[config.mk]
export PLATFORM = sky130hd
export DESIGN_NAME = operand_mux_pipe
export DESIGN_NICKNAME = d
export VERILOG_FILES = /design/src/rtl/operand_mux_pipe.sv
export SDC_FILE = /design/constraint.sdc
export NUM_CORES = 1
export LEC_CHECK = 0
export BUFFER_PORTS_ARGS = -buffer_cell sky130_fd_sc_hd__buf_2
export CAP_MARGIN = 40
export CELL_PAD_IN_SITES_DETAIL_PLACEMENT = 1
export CELL_PAD_IN_SITES_GLOBAL_PLACEMENT = 1
export CORE_MARGIN = 2
export CORE_UTILIZATION = 36
export CTS_BUF_LIST = sky130_fd_sc_hd__clkbuf_4 sky130_fd_sc_hd__clkbuf_8
export CTS_CLUSTER_SIZE = 16
export DETAILED_ROUTE_END_ITERATION = 10
export PLACE_DENSITY = 0.85
export SYNTH_ARGS = -nofsm -noshare
export SYNTH_HDL_FRONTEND = slang
export SYNTH_SLANG_ARGS = --single-unit
[constraint.sdc]
create_clock -name clk -period 1.7 [get_ports clk]
set_input_delay 0.34 -clock clk [delete_from_list [all_inputs] [get_ports clk]]
set_output_delay 0.34 -clock clk [all_outputs]
set_load 0.01 [all_outputs]
[src/rtl/operand_mux_pipe.sv]
// N-way operand select with a registered valid/ready output stage.
// A main register drives the outputs and a skid register absorbs one beat of backpressure.
module operand_mux_pipe #(
    parameter int WIDTH  = 8,
    parameter int NUM_IN = 4,
    parameter int SEL_W  = 2,
    parameter int CNT_W  = 8
) (
    input  logic                    clk,
    input  logic                    rst_n,
    input  logic [WIDTH*NUM_IN-1:0] in_data,
    input  logic [SEL_W-1:0]        in_sel,
    input  logic                    in_valid,
    output logic                    in_ready,
    output logic [WIDTH-1:0]        out_data,
    output logic                    out_sel_err,
    output logic                    out_valid,
    input  logic                    out_ready,
    output logic [CNT_W-1:0]        xfer_cnt
);

    logic [WIDTH-1:0] sel_data;
    logic             sel_err;

    logic [WIDTH-1:0] m_data_q, m_data_d;
    logic             m_err_q, m_err_d;
    logic             m_valid_q, m_valid_d;
    logic [WIDTH-1:0] s_data_q, s_data_d;
    logic             s_err_q, s_err_d;
    logic             s_valid_q, s_valid_d;
    logic [CNT_W-1:0] xfer_cnt_q, xfer_cnt_d;

    logic it;
    logic ot;

    // Any select with no matching channel falls through as an error beat with zero data.
    always_comb begin
        sel_data = '0;
        sel_err  = 1'b1;
        for (int k = 0; k < NUM_IN; k++) begin
            if (in_sel == SEL_W'(k)) begin
                sel_data = in_data[k*WIDTH +: WIDTH];
                sel_err  = 1'b0;
            end
        end
    end

    assign in_ready = rst_n && !s_valid_q;
    assign it       = in_valid && in_ready;
    assign ot       = m_valid_q && out_ready;

    always_comb begin
        m_data_d   = m_data_q;
        m_err_d    = m_err_q;
        m_valid_d  = m_valid_q;
        s_data_d   = s_data_q;
        s_err_d    = s_err_q;
        s_valid_d  = s_valid_q;
        xfer_cnt_d = xfer_cnt_q + CNT_W'(ot);

        if (ot && s_valid_q) begin
            m_data_d  = s_data_q;
            m_err_d   = s_err_q;
            s_valid_d = 1'b0;
        end else if (it && (!m_valid_q || ot)) begin
            m_data_d  = sel_data;
            m_err_d   = sel_err;
            m_valid_d = 1'b1;
        end else if (it) begin
            // M is full and stalled: park the beat so in_ready can fall from a register.
            s_data_d  = sel_data;
            s_err_d   = sel_err;
            s_valid_d = 1'b1;
        end else if (ot) begin
            m_valid_d = 1'b0;
        end
    end

    always_ff @(posedge clk) begin
        if (!rst_n) begin
            m_data_q   <= '0;
            m_err_q    <= 1'b0;
            m_valid_q  <= 1'b0;
            s_data_q   <= '0;
            s_err_q    <= 1'b0;
            s_valid_q  <= 1'b0;
            xfer_cnt_q <= '0;
        end else begin
            m_data_q   <= m_data_d;
            m_err_q    <= m_err_d;
            m_valid_q  <= m_valid_d;
            s_data_q   <= s_data_d;
            s_err_q    <= s_err_d;
            s_valid_q  <= s_valid_d;
            xfer_cnt_q <= xfer_cnt_d;
        end
    end

    assign out_data    = m_data_q;
    assign out_sel_err = m_err_q;
    assign out_valid   = m_valid_q;
    assign xfer_cnt    = xfer_cnt_q;

endmodule

==> results by group, run 1 <==
Hold path
  – Hold WC Path Type: in -> reg
  – WHS Path Cells: 2

Yosys
  – Top_reg_cell synth: dfxtp_1
  – Distinct cells, synth: 32
  – Post-Syn Nets: 152
  – EDFF count, synth: 0
  – Synth Area in Adders: 1.99%
  – Post-Syn Area per Cell: 11.2 µm²
  – Seq/Total Area, Yosys: 44.6%
  – Flip-flop and latch count after synthesis: 28
  – Async set-reset flop share out of synthesis: 0%
  – Multiplexer area fraction after synthesis: 15.1%
  – Cell count after synthesis: 112
  – Synth Warn #: 0
  – Synth Area in Compound Gates: 17.5%
  – Netlist Area Pre-Place: 1260 µm²
  – Synth Area in Simple Gates: 16.1%
  – Synth Area in XOR/XNOR: 2.09%
  – Main combinational cell family by area after synthesis: compound AO/OA/AOI/OAI gates

Routing
  – Drc violations: 0
  – Drt wl/cell: 14.6 µm
  – Post-Route WL: 3120 µm
  – Routed Antenna Nets: 0
  – TritonRoute pass-1 iters: 4
  – Vias/cell: 5.17
  – Via count: 1101
  – Iter 0 DRT Violations: 41

Finish
  – Post-route cell area: 1630 µm²
  – N_diodes: 0
  – Nets: 208
  – Layout fillers: 418
  – Fraction of layout cells with a size suffix above 1: 43.1%
  – Most frequent cells in the layout: 56 x buf_2, 27 x dfxtp_1, 12 x and2_1
  – Commonest non-fill, non-tap cell in the layout: buf_2
  – Layout Area Growth over Synthesis: 29.3%

Place
  – # port buffers: 56
  – Hpwl dp: 2460 µm
  – GPL Wtd Cong: 0.748
  – Placement Cell Area: 1570 µm²

Global route
  – Vias in the first global route: 1164
  – Initial antenna violation count: 0
  – Largest net degree at the start of global routing: 17
  – First-pass GRT wire length: 5240 µm
  – Global route overflow: 0
  – Total GRT Usage: 16.3%

STA
  – F_max: 625 MHz
  – Pins Over Slew Limit: 0
  – Period utilization: 94.0%
  – Minimum clock period after layout: 1600 ps
  – Slew @ Worst Pin: 597 ps
  – Worst rel slew slack: 60.0%
  – Clock Skews: 1.77 ps
  – Setup Viol. Count Final: 0
  – Final Hold Viols: 0

CTS
  – H-tree depth: 1
  – CTS Buf Count: 3
  – Root Buffer: clkbuf_4
  – CTS clk-pin slew, worst paths: 140 ps
  – Worst skew pair latency: 320 ps
  – Clock tree sinks: 28
  – CTS tree: done
  – Hold_buf cts: 0
  – Maximum buffer depth of the clock tree: 2

Floorplanning
  – Die span in y: 63.1 µm
  – Initial Util: 37.7%
  – Row cnt: 21
  – Top Ports: 57
  – Die area: 3980 µm²
  – Die X: 63.1 µm
  – Core footprint: 3340 µm²

Setup path
  – R2R depth: 6
  – Worst-path maximum fanout: 8
  – Crit Path Class: reg -> reg
  – Worst EP required: 1960 ps
  – Arrival time at the worst endpoint: 1860 ps
  – Worst setup EP type: register
  – Critical Path Source Type: register

Power
  – Pwr/cell area: 809 nW/µm²
  – Leak pwr: 0.729 nW
  – Peak VDD IR: 0.319 mV
  – Total chip power: 1.31 mW

Flow run
  – Max Cap Violations: 0

Run status
  – Status: finished clean
==> cells in the mapped netlist, types with 2 or more instances <==
| cell | n | share of area, % |
|---|---|---|
| o21ai_0 | 3 | 1.2 |
| mux4_2 | 8 | 14 |
| nand2_1 | 2 | 0.60 |
| nor2_1 | 6 | 1.8 |
| a21oi_1 | 6 | 2.4 |
| xor2_1 | 2 | 1.4 |
| a221o_1 | 8 | 6.4 |
| dfxtp_1 | 28 | 45 |
| nand3_1 | 5 | 2.0 |
| a22o_1 | 7 | 4.9 |
| or3_1 | 3 | 1.5 |
| ha_1 | 2 | 2.0 |
| and2_1 | 12 | 6.0 |
| buf_2 | 2 | 0.80 |
==> routing by layer <==
metal,vias up,GRT usage (%),share of wire (%)
li1,538,-,-
met1,514,19.8,43
met2,47,29.4,50
met3,2,2.68,6.7
met4,0,5.00,0.61
met5,-,0,0
==> what timing repair did <==
action,in CTS,in global routing
endpoints found under the setup margin,1,2
resized for setup,1,2
pin swaps,0,0
cloned,0,0
setup buffers,0,0
==> worst max-delay path: stages, from the launching register on <==
cell and delay, ps:
dfxtp_4 410, and2_1 190, ha_1 190, ha_2 210, nand2_1 80, or3_1 320
a21oi_1 140
==> path summary, 6_finish.rpt <==
kind | start | end | slack, ps
worst min register to register | s_data_q[4] | s_data_q[4] | 490
worst min-delay path | rst_n | xfer_cnt[1] | 320
worst max register to register | out_valid | xfer_cnt[6] | 100
worst max-delay path | out_valid | xfer_cnt[6] | 100
==> state kept, by name, indices dropped and copies added (netlist names) <==
name and cells:
s_data_q 8, s_valid_q 1, out_sel_err 1, out_valid 1, s_err_q 1, out_data 8
xfer_cnt 8
==> report_power, final <==
group | switching (mW) | internal (mW) | total, mW
Sequential | 0.0187 | 0.683 | 0.702
Clock | 0.188 | 0.238 | 0.426
Combinational | 0.0854 | 0.101 | 0.187
Total | 0.292 | 1.02 | 1.31
==> cells by family (layout without fill, tap and decap cells) <==
group / Yosys count / in the layout
and+or+nand+nor: 36 / 36
xor gates and xnor gates: 3 / 3
AOI/OAI and AO/OA: 28 / 28
buffers and inverters: 6 / 61
muxes: 9 / 9
adders and majority gates: 2 / 2
DFF: 28 / 28
==> area by class of cell <==
type                            instances  area (µm²)  share of cell area, %
Timing Repair Buffer                   56         280                   17.2
Tap cell                               46        57.6                   3.54
Multi-Input combinational cell         78         667                   41.0
Clock inverter                          1        30.0                   1.85
Sequential cell                        28         564                   34.7
Inverter                                1        3.75                  0.231
Clock buffer                            3        22.5                   1.39
==> through the flow <==
step	instances	hold WS (ps)	TNS, ps	setup WS [ps]	util, %
final	213	317	0	101	48.7
after global routing	213	327	-0.497	-0.497	48.7
after CTS	213	304	0	68.0	48.6
after detailed placement	209	460	0	30.1	46.9
after global placement	209	452	0	113	46.9
after floorplan	112	431	0	167	-
No activity file was read; power rests on OpenSTA's default activity.
==> run 2: changes to the inputs <==
- ABC_AREA: default -> 1
- CORE_UTILIZATION: 36 -> 37
- PLACE_DENSITY: 0.85 -> 0.95
- clock period: 1.7 -> 1.9 ns (I/O delays scaled with it)
==> results by group, run 2 <==
Run status
  – Status: finished clean

CTS
  – CTS clk-pin slew, worst paths: 90 ps (-50 ps)
  – Postcts setup bufs: 0 (unchanged)
  – Clock tree sinks: 28 (unchanged)
  – CTS Buf Count: 3 (unchanged)
  – CTS tree: done
  – PostCTS Resize Cnt: 0 (-1)
  – H-tree depth: 1 (unchanged)
  – Root Buffer: clkbuf_8
  – Hold_buf cts: 0 (unchanged)
  – Worst skew pair latency: 270 ps (-50 ps)
  – Maximum buffer depth of the clock tree: 2 (unchanged)

Floorplanning
  – Initial Util: 38.9% (+1.3 points)
  – Die area: 4400 µm² (+10%)
  – Row cnt: 22 (+4.8%)
  – Core footprint: 3690 µm² (+11%)
  – Top Ports: 57 (unchanged)
  – Die span in y: 66.3 µm (+5.1%)
  – Die X: 66.3 µm (+5.1%)

STA
  – Minimum clock period after layout: 1430 ps (-164 ps)
  – Final Hold Viols: 0 (unchanged)
  – F_max: 697 MHz (+11%)
  – Unrepaired setup endpoints after global routing: false
  – Fin Setup TNS: 0 ps (unchanged)
  – Clock Skews: 1.94 ps (+0.173 ps)
  – Setup Viol. Count Final: 0 (unchanged)
  – Slew @ Worst Pin: 308 ps (-289 ps)
  – Period utilization: 75.5% (-19 points)
  – Worst rel slew slack: 79.4% (+19 points)
  – Pins Over Slew Limit: 0 (unchanged)

Finish
  – Nets: 295 (+42%)
  – N_diodes: 0 (unchanged)
  – Layout Area Growth over Synthesis: 24.1%
  – Layout fillers: 533 (+28%)
  – Fraction of layout cells with a size suffix above 1: 27.2% (-16 points)
  – Non-filler cells, final: 302 (+42%)
  – Most frequent cells in the layout: 56 x buf_2, 41 x nand2_1, 31 x nor2_1
  – Commonest non-fill, non-tap cell in the layout: buf_2

Yosys
  – Top_reg_cell synth: dfxtp_1
  – Share of the synthesized area in the top cell type: 39.0% (-5.6 points)
  – Synth top cells by count: 41 x nand2_1, 31 x nor2_1, 28 x dfxtp_1, 26 x nand3_1
  – Netlist Area Pre-Place: 1440 µm² (+14%)
  – Cell count after synthesis: 201 (+79%)
  – Post-Syn Area per Cell: 7.15 µm² (-36%)
  – Distinct cells, synth: 26 (-19%)
  – Count leader, synth: nand2_1
  – Synth top area cells: dfxtp_1 39%, nand2_1 11%, nand3_1 9.1%
  – EDFF count, synth: 0 (unchanged)
  – Dominant cell type by area after synthesis: dfxtp_1
  – Post-Syn Nets: 241 (+59%)
  – Seq/Total Area, Yosys: 39.0% (-5.6 points)
  – Async set-reset flop share out of synthesis: 0% (unchanged)
  – Flip-flop and latch count after synthesis: 28 (unchanged)
  – Synth Warn #: 0 (unchanged)

Setup path
  – Worst setup path startpoint: out_valid
  – Crit Path Class: reg -> reg
  – Worst EP required: 2110 ps (+150 ps)
  – Worst-path maximum fanout: 4 (-4)
  – CP endpoint: xfer_cnt[6]
  – Critical R2R Launch: out_valid
  – Setup slack, reg-to-reg: 470 ps (+360 ps)
  – Critical Path Source Type: register
  – R2R Path End: xfer_cnt[6]
  – R2R depth: 8 (+2)
  – Worst setup EP type: register
  – Arrival time at the worst endpoint: 1640 ps (-220 ps)

Routing
  – Drt wl/cell: 12.4 µm (-15%)
  – TritonRoute pass-1 iters: 4 (unchanged)
  – Iter 0 DRT Violations: 55 (+34%)
  – Drc violations: 0 (unchanged)
  – Via count: 1466 (+33%)
  – Routed Antenna Nets: 0 (unchanged)
  – Post-Route WL: 3740 µm (+20%)
  – Top layer in use: met4
  – Met2 WL: 1800 µm (+16%)
  – Metal1 wirelength: 1720 µm (+29%)
  – Met3 wire length: 180 µm (-14%)
  – Vias/cell: 4.85 (-6.1%)

Global route
  – Total GRT Usage: 18.7% (+2.4 points)
  – Initial antenna violation count: 0 (unchanged)
  – First-pass GRT wire length: 6450 µm (+23%)
  – Vias in the first global route: 1497 (+29%)
  – Global route overflow: 0 (unchanged)
  – Largest net degree at the start of global routing: 19 (+2)

Hold path
  – Hold WC Path Type: in -> reg
  – WHS Path Cells: 3 (+1)

Power
  – Switching share of power: 25.4% (+3.2 points)
  – Reg power frac: 52.9% (-0.5 points)
  – Comb pwr share: 15.2% (+1.0 points)
  – Clock share of power: 31.9% (-0.5 points)
  – Leak pwr: 0.905 nW (+24%)
  – Pwr/cell area: 646 nW/µm² (-20%)
  – Peak VDD IR: 0.265 mV (-17%)
  – Net Sw Power: 0.293 mW (+0.27%)
  – P_int: 0.859 mW (-16%)

Flow run
  – Max Cap Violations: 0 (unchanged)

Place
  – Cells after DPL: 298 (+43%)
  – Hpwl dp: 2800 µm (+14%)
  – GPL Wtd Cong: 0.732 (-2.0%)
  – # port buffers: 56 (unchanged)
run 2: worst min path at each step:
| stage | from | end | slack (ps) |
|---|---|---|---|
| 5_1_grt | rst_n | out_data[6] | 460 |
| 4_1_cts | rst_n | out_data[6] | 440 |
| 3_3_place_gp | s_err_q | s_err_q | 440 |
| 2_1_floorplan | s_err_q | s_err_q | 430 |
| 6_report | rst_n | out_data[6] | 440 |
| 3_5_place_dp | s_err_q | s_err_q | 440 |
run 2: area by class of cell:
class                      instances  area, µm²  area share (%)
multi-input combinational        153        768            43.1
inverter                          11       43.8            2.46
clock buffer                       4       55.1            3.09
timing repair buffer              58        295            16.6
sequential                        28        561            31.4
tap                               48       60.1            3.37
run 2: cell families after synthesis:
group	Yosys count	share of synthesized area, %
and+or+nand+nor	114	38.2
buffers and inverters	20	7.49
AOI/OAI and AO/OA	35	12.3
xor gates and xnor gates	2	1.22
adders and majority gates	2	1.74
DFF	28	39.0
run 2: metal layers:
metal	up-vias	global-route usage, %
met5	-	0
met2	43	33.8
met1	662	23.1
li1	759	-
met4	0	5.87
met3	2	1.87
run 2: metrics by stage:
step / setup WS, ps / total power [mW] / cell area [µm²] / hold WS, ps / util, %
6_report: 465 / 1.15 / 1780 / 442 / 48.3
5_1_grt: 220 / 1.21 / 1780 / 457 / 48.3
4_1_cts: 438 / 1.16 / 1780 / 444 / 48.3
3_5_place_dp: 376 / 0.800 / 1730 / 445 / 46.8
3_3_place_gp: 430 / 0.794 / 1730 / 435 / 46.8
2_1_floorplan: 578 / 0.731 / 1440 / 425 / -
run 2: worst max-delay path, stage by stage (launching register included):
cell,delay (ps)
dfxtp_1,390
nand2_1,70
inv_1,70
ha_1,180
ha_1,190
nand3_1,130
nor2_1,130
o21ai_0,90
a21oi_1,130
run 2: power by group through the flow:
stage | Clock (mW) | Sequential (mW) | Combinational, mW
global placement | 0 | 0.623 | 0.171
global route | 0.397 | 0.612 | 0.200
finish | 0.367 | 0.610 | 0.175
CTS | 0.371 | 0.610 | 0.178
detailed placement | 0 | 0.624 | 0.176
floorplan | 0 | 0.628 | 0.103
